File: src/rtl/isa_load_ctrl.sv
// rtl/isa_load_ctrl.sv - ISA instruction-memory load sequencer and A/B write arbiter
//
// Purpose: arbitrates the host bulk loader (A) and the debug patch port (B) onto
// the single imem write port, counts in-range words against the requested load
// length, flags bad addresses, and holds the CPU in reset until the load is done.
//
// Optional feature macro: ISA_CHECKSUM_EN (running XOR checksum of loaded words).
//
// Ports:
//   clk_i, rst_i                      clock, asynchronous active-high reset
//   load_start_i, load_len_i          start pulse and expected in-range word count
//   a_valid_i/a_ready_o/a_data_i/a_addr_i   requester A (host loader)
//   b_valid_i/b_ready_o/b_data_i/b_addr_i   requester B (debug patch)
//   isa_wren_o/isa_data_o/isa_addr_o  registered imem write port
//   cpu_hold_o                        1 = CPU held in reset
//   load_done_o                       1-cycle pulse, coincident with the final write
//   err_o                             sticky address error
//   checksum_o                        load checksum (0 when feature disabled)
module isa_load_ctrl #(
    parameter int                DATA_W    = 128,
    parameter int                ADDR_W    = 32,
    parameter int                DEPTH_W   = 12,
    parameter logic [ADDR_W-1:0] IMEM_BASE = '0
) (
    input  logic               clk_i,
    input  logic               rst_i,
    input  logic               load_start_i,
    input  logic [DEPTH_W-1:0] load_len_i,
    input  logic               a_valid_i,
    output logic               a_ready_o,
    input  logic [DATA_W-1:0]  a_data_i,
    input  logic [ADDR_W-1:0]  a_addr_i,
    input  logic               b_valid_i,
    output logic               b_ready_o,
    input  logic [DATA_W-1:0]  b_data_i,
    input  logic [ADDR_W-1:0]  b_addr_i,
    output logic               isa_wren_o,
    output logic [DATA_W-1:0]  isa_data_o,
    output logic [ADDR_W-1:0]  isa_addr_o,
    output logic               cpu_hold_o,
    output logic               load_done_o,
    output logic               err_o,
    output logic [31:0]        checksum_o
);

    typedef enum logic [1:0] {S_IDLE, S_LOAD, S_RUN} state_t;

    state_t              r_state;
    state_t              w_state_nxt;
    // One extra bit so a full-depth length never wraps the counter.
    logic [DEPTH_W:0]    r_count;
    logic [DEPTH_W:0]    r_len;
    logic                r_last_a;      // 1 = A was granted most recently
    logic                r_wren;
    logic [DATA_W-1:0]   r_data;
    logic [ADDR_W-1:0]   r_addr;
    logic                r_hold;
    logic                r_done;
    logic                r_err;

    logic                w_a_ready;
    logic                w_b_ready;
    logic                w_xfer;
    logic                w_xfer_a;
    logic [ADDR_W-1:0]   w_sel_addr;
    logic [DATA_W-1:0]   w_sel_data;
    logic [ADDR_W-1:0]   w_off;
    logic [ADDR_W-1:0]   w_off_hi;
    logic                w_in_range;
    logic                w_wr;
    logic                w_start;
    logic                w_len_zero;
    logic                w_load_last;
    logic                w_done;
    logic [DEPTH_W:0]    w_count_inc;

    assign w_count_inc = r_count + 1'b1;
    assign w_len_zero  = (load_len_i == '0);

    always_comb begin
        w_a_ready   = 1'b0;
        w_b_ready   = 1'b0;
        w_state_nxt = r_state;

        case (r_state)
            S_LOAD: begin
                // Round-robin: A wins unless B is also waiting and A went last.
                if (a_valid_i && (!b_valid_i || !r_last_a))
                    w_a_ready = 1'b1;
                else if (b_valid_i)
                    w_b_ready = 1'b1;
            end
            S_RUN:   w_b_ready = b_valid_i;
            default: ;
        endcase

        w_xfer_a   = a_valid_i & w_a_ready;
        w_xfer     = w_xfer_a | (b_valid_i & w_b_ready);
        w_sel_addr = w_xfer_a ? a_addr_i : b_addr_i;
        w_sel_data = w_xfer_a ? a_data_i : b_data_i;

        // Offset above base must fit in 16 * 2^DEPTH_W bytes.
        w_off      = w_sel_addr - IMEM_BASE;
        w_off_hi   = w_off >> (DEPTH_W + 4);
        w_in_range = (w_sel_addr[3:0] == 4'h0) && (w_sel_addr >= IMEM_BASE) &&
                     (w_off_hi == '0);
        w_wr       = w_xfer & w_in_range;

        w_start     = load_start_i && (r_state != S_LOAD);
        w_load_last = (r_state == S_LOAD) && w_wr && (w_count_inc == r_len);
        w_done      = (w_start && w_len_zero) || w_load_last;

        if (w_start)
            w_state_nxt = w_len_zero ? S_RUN : S_LOAD;
        else if (w_load_last)
            w_state_nxt = S_RUN;
    end

    always_ff @(posedge clk_i or posedge rst_i) begin
        if (rst_i)
            r_state <= S_IDLE;
        else
            r_state <= w_state_nxt;
    end

    always_ff @(posedge clk_i or posedge rst_i) begin
        if (rst_i) begin
            r_count  <= '0;
            r_len    <= '0;
            r_last_a <= 1'b0;
            r_wren   <= 1'b0;
            r_data   <= '0;
            r_addr   <= '0;
            r_hold   <= 1'b1;
            r_done   <= 1'b0;
            r_err    <= 1'b0;
        end else begin
            r_wren <= w_wr;
            if (w_wr) begin
                r_data <= w_sel_data;
                r_addr <= w_sel_addr;
            end
            r_done <= w_done;

            if (w_xfer)
                r_last_a <= w_xfer_a;

            if (w_start) begin
                r_count  <= '0;
                r_len    <= {1'b0, load_len_i};
                r_last_a <= 1'b0;
            end else if (r_state == S_LOAD && w_wr) begin
                r_count  <= w_count_inc;
            end

            if (w_start)
                r_hold <= !w_len_zero;
            else if (w_done)
                r_hold <= 1'b0;

            // A bad address in the same cycle as a restart still gets flagged.
            if (w_xfer && !w_in_range)
                r_err <= 1'b1;
            else if (w_start)
                r_err <= 1'b0;
        end
    end

    assign a_ready_o   = w_a_ready;
    assign b_ready_o   = w_b_ready;
    assign isa_wren_o  = r_wren;
    assign isa_data_o  = r_data;
    assign isa_addr_o  = r_addr;
    assign cpu_hold_o  = r_hold;
    assign load_done_o = r_done;
    assign err_o       = r_err;

`ifdef ISA_CHECKSUM_EN
    logic [31:0] r_checksum;
    logic [31:0] w_lane_xor;

    always_comb begin
        w_lane_xor = '0;
        for (int i = 0; i < DATA_W / 32; i++)
            w_lane_xor = w_lane_xor ^ w_sel_data[i*32 +: 32];
    end

    // Only LOAD-state writes contribute, so the value freezes once RUN is reached.
    always_ff @(posedge clk_i or posedge rst_i) begin
        if (rst_i)
            r_checksum <= '0;
        else if (w_start)
            r_checksum <= '0;
        else if (r_state == S_LOAD && w_wr)
            r_checksum <= r_checksum ^ w_lane_xor;
    end

    assign checksum_o = r_checksum;
`else
    assign checksum_o = 32'h0;
`endif

endmodule

File: config.mk
export PLATFORM = sky130hd
export DESIGN_NAME = isa_load_ctrl
export DESIGN_NICKNAME = d
export VERILOG_FILES = /design/src/rtl/isa_load_ctrl.sv
export SDC_FILE = /design/constraint.sdc
export NUM_CORES = 1
export LEC_CHECK = 0
export CORE_AREA = 2 2 207 209
export DETAILED_ROUTE_END_ITERATION = 12
export DIE_AREA = 0 0 209 211
export SLEW_MARGIN = 0
export SYNTH_ARGS = -nofsm -noshare
export SYNTH_HDL_FRONTEND = slang
export SYNTH_SLANG_ARGS = --single-unit
File: constraint.sdc
create_clock -name clk_i -period 7.08 [get_ports clk_i]
set_input_delay 1.416 -clock clk_i [delete_from_list [all_inputs] [get_ports clk_i]]
set_output_delay 1.416 -clock clk_i [all_outputs]
set_load 0.01 [all_outputs]
==> results.txt <==
----------------------------------------------------
[Status]
  Run status ... complete, no violations

[Min path]
  Origin of the worst min-delay path ... isa_addr_o[21]$_DFFE_PP0P_
  Hold Path End ... isa_addr_o[21]$_DFFE_PP0P_
  Classification of the worst-slack hold path ... flip-flop to flip-flop
  Hold-critical path depth ... 1

[Clocking]
  Clock tree buffer depth ... 2
  Post-cts gate resize count ... 0
  Sinks on the clock net ... 192
  Clk root buf ... clkbuf_16
  Clock tree from TritonCTS ... done
  CTS Buf Count ... 17
  Setup fix buffers added after clock tree synthesis ... 0
  Htree depth ... 4
  Clock latency at the later pin of the worst-skew pair ... 450 ps
  Hold-fix buffer count after cts ... 0
  CTS clk-pin slew, worst paths ... 80 ps

[Power and ir drop]
  Power per unit of standard cell area ... around 200 nW/um^2
  Static leakage ... about 6.5 nW
  VDD IR-drop max ... 0.124 mV

[Logic synthesis]
  Number of standard cells after synthesis ... 1061
  Post-synthesis average cell area ... between 8 and 9 sq um
  Register area share after synthesis ... 0.524
  Summed instance area of the synthesized netlist ... 9170 sq um
  Primary FF master, synth ... dfrtp_1
  Fraction of registers with async set or reset after synthesis ... 1.00
  EDFF count, synth ... 0
  Number of distinct standard cells referenced by the synthesized netlist ... 46
  Yosys Warn Count ... 0
  Number of storage elements in the synthesis netlist ... roughly 190

[Route]
  Avg Vias per Cell ... ~4.4
  Number of violations reported at the end of detailed-routing iteration 0 ... 611
  Drt total wl ... about 33000 um
  Number of iterations in the first detailed-routing pass ... 5
  Total via count after detailed routing ... 9087
  Average wire per standard cell ... 15.9 um
  Routed Antenna Nets ... 0
  DRC viols ... 0

[Die]
  Die boundary height ... around 210 um
  Std cell rows ... 75
  Die span in x ... roughly 210 um
  Boundary pin count ... 535
  Starting density of the core ... 0.219
  Die area ... 44100 sq um
  Area of the placeable core ... 41800 sq um

[STA]
  Final setup margin ... 1860 ps
  Shortest period the worst path allows ... 5220 ps
  Peak Freq ... 0.192 GHz
  Clock Skew ... 7.61 ps
  Setup repair after global routing missed its margin ... no
  Hold Fails Final Rpt ... 0
  Relative max-transition margin ... 0.324
  Fraction of the cycle the final worst path needs ... 0.737
  Aggregate negative setup slack ... 0 ps
  Transition time at the pin with the least slew margin ... 1010 ps
  Slew Viols, Final ... 0
  Final count of negative-setup-slack endpoints ... 0

[Finish]
  Filler Cells Inserted ... 4243
  Most common library cell in the layout ignoring fill and taps ... clkdlybuf4s50_1
  Diodes inserted ... 0
  Most frequent cells in the layout ... 502 x clkdlybuf4s50_1, 329 x nand2_1, 191 x dfrtp_1
  Post-layout nets ... 1856
  Growth of design area from synthesis to finish ... 64.2%
  Share of final-layout standard cells stronger than drive strength 1 ... 0.0327

[GRT]
  Wire length of the first global-routing pass ... 50100 um
  Total global routing overflow ... 0
  Total GRT Usage ... 0.145
  Initial antenna violation count ... 1
  Maximum number of pins on one net before global-route repair ... 152
  Via count of the first global-routing pass ... 9143

[Setup path]
  Maximum fanout along the worst path ... between 60 and 70
  Critical Path AT ... 3800 ps
  Reg-to-reg slack, setup ... a little over 3000 ps
  Data required time at the worst endpoint ... roughly 5700 ps
  Endpoint of the worst-slack reg-to-reg timing path ... isa_data_o[101]$_DFFE_PP0P_
  Kind of critical path ... input pin to primary output
  Critical Path Sink Type ... primary output
  Cells on worst reg2reg path ... 12
  Startpoint of the worst-slack reg-to-reg timing path ... r_state[1]$_DFFE_PP0P_
  Kind of launch point of the worst setup path ... input pin

[Placement]
  Quantity of I/O buffers inserted on ports ... about 500
  Minimum setup slack after placement ... 1830 ps
  HPWL after DPL ... between 20000 and 25000 um
  Final Wtd Congestion ... 0.801

[Flow run]
  Number of maximum-capacitance violations ... 0

----------------------------------------------------
[critical path, cell delays in order]
cell and delay, ps:
clkdlybuf4s50_1 480, nand2_1 90, or2_4 520, inv_4 580, clkdlybuf4s50_1 660
[worst max-delay path by stage]
| stage | start | endpoint | cells after the start |
|---|---|---|---|
| 6_report | a_valid_i | a_ready_o | 5 |
| 3_5_place_dp | a_valid_i | a_ready_o | 5 |
| 4_1_cts | a_valid_i | a_ready_o | 5 |
| 2_1_floorplan | rst_i | err_o$_DFFE_PP0P_ | 1 |
| 3_3_place_gp | a_valid_i | a_ready_o | 5 |
| 5_1_grt | a_valid_i | a_ready_o | 5 |
[layout make-up]
class                      instances  area (sq um)  area share
inverter                           6          40.0     0.00266
sequential                       192          4810       0.319
multi-input combinational        788          3810       0.253
tap                              539           674      0.0448
clock buffer                      17           425      0.0283
clock inverter                    15           175      0.0116
timing repair buffer             511          5120       0.340
[power breakdown]
| group | switching, mW | leakage, nW | total [mW] | internal, mW |
|---|---|---|---|---|
| clock | 0.482 | 0.285 | 1.01 | 0.533 |
| combinational | 0.434 | 3.59 | 0.757 | 0.323 |
| sequential | 0.0385 | 2.65 | 1.18 | 1.14 |
| total | 0.955 | 6.53 | 2.95 | 2.00 |
[Yosys cell counts, drive strengths merged, types with 3 or more instances]
| cell | number | area share |
|---|---|---|
| nor2 | 148 | 0.061 |
| nand2 | 329 | 0.13 |
| dfrtp | 191 | 0.52 |
| and2 | 25 | 0.017 |
| o2111ai | 3 | 0.0029 |
| clkbuf | 39 | 0.016 |
| a31oi | 143 | 0.098 |
| inv | 6 | 0.0025 |
| buf | 67 | 0.054 |
| nand2b | 4 | 0.0027 |
| nor3 | 5 | 0.0027 |
| nand4 | 3 | 0.0020 |
| nor4 | 15 | 0.012 |
| xnor2 | 18 | 0.017 |
| o21ai | 11 | 0.0060 |
| xor2 | 7 | 0.0067 |
| ha | 3 | 0.0041 |
| o211ai | 4 | 0.0033 |
| a22o | 12 | 0.011 |
[cell families after synthesis]
family	count (synthesis)	synth area share
muxes	2	0.00232
adders and majority gates	3	0.00410
buffers and inverters	112	0.0729
other	1	0.000409
DFF	192	0.524
AOI/OAI and AO/OA	185	0.131
xor gates and xnor gates	25	0.0239
and+or+nand+nor	541	0.241
[state kept, by name, indices dropped and copies added (netlist names)]
register and cells:
isa_data_o 128, isa_addr_o 32, r_count 13, r_len 12
r_state 2, cpu_hold_o 1, err_o 1, isa_wren_o 1
load_done_o 1, r_last_a 1
[routing by layer]
layer,up-vias,GRT usage,part of all wire,routed length [um]
li1,4396,-,-,-
met1,4242,0.176,0.42,13800
met2,402,0.239,0.48,15700
met3,47,0.0431,0.076,2500
met4,0,0.0663,0.029,941
met5,-,0,0,0
[through the flow]
step	util	std cells	hold WS, ps	area, sq um	power, mW
4_1_cts	0.360	2068	494	15000	3.01
6_report	0.360	2068	491	15000	2.95
3_5_place_dp	0.346	2036	470	14400	1.97
3_3_place_gp	0.346	2036	469	14400	1.97
2_1_floorplan	-	1092	465	9280	1.64
5_1_grt	0.360	2068	511	15000	3.13
Note: power is estimated with default switching activity, not from simulation.
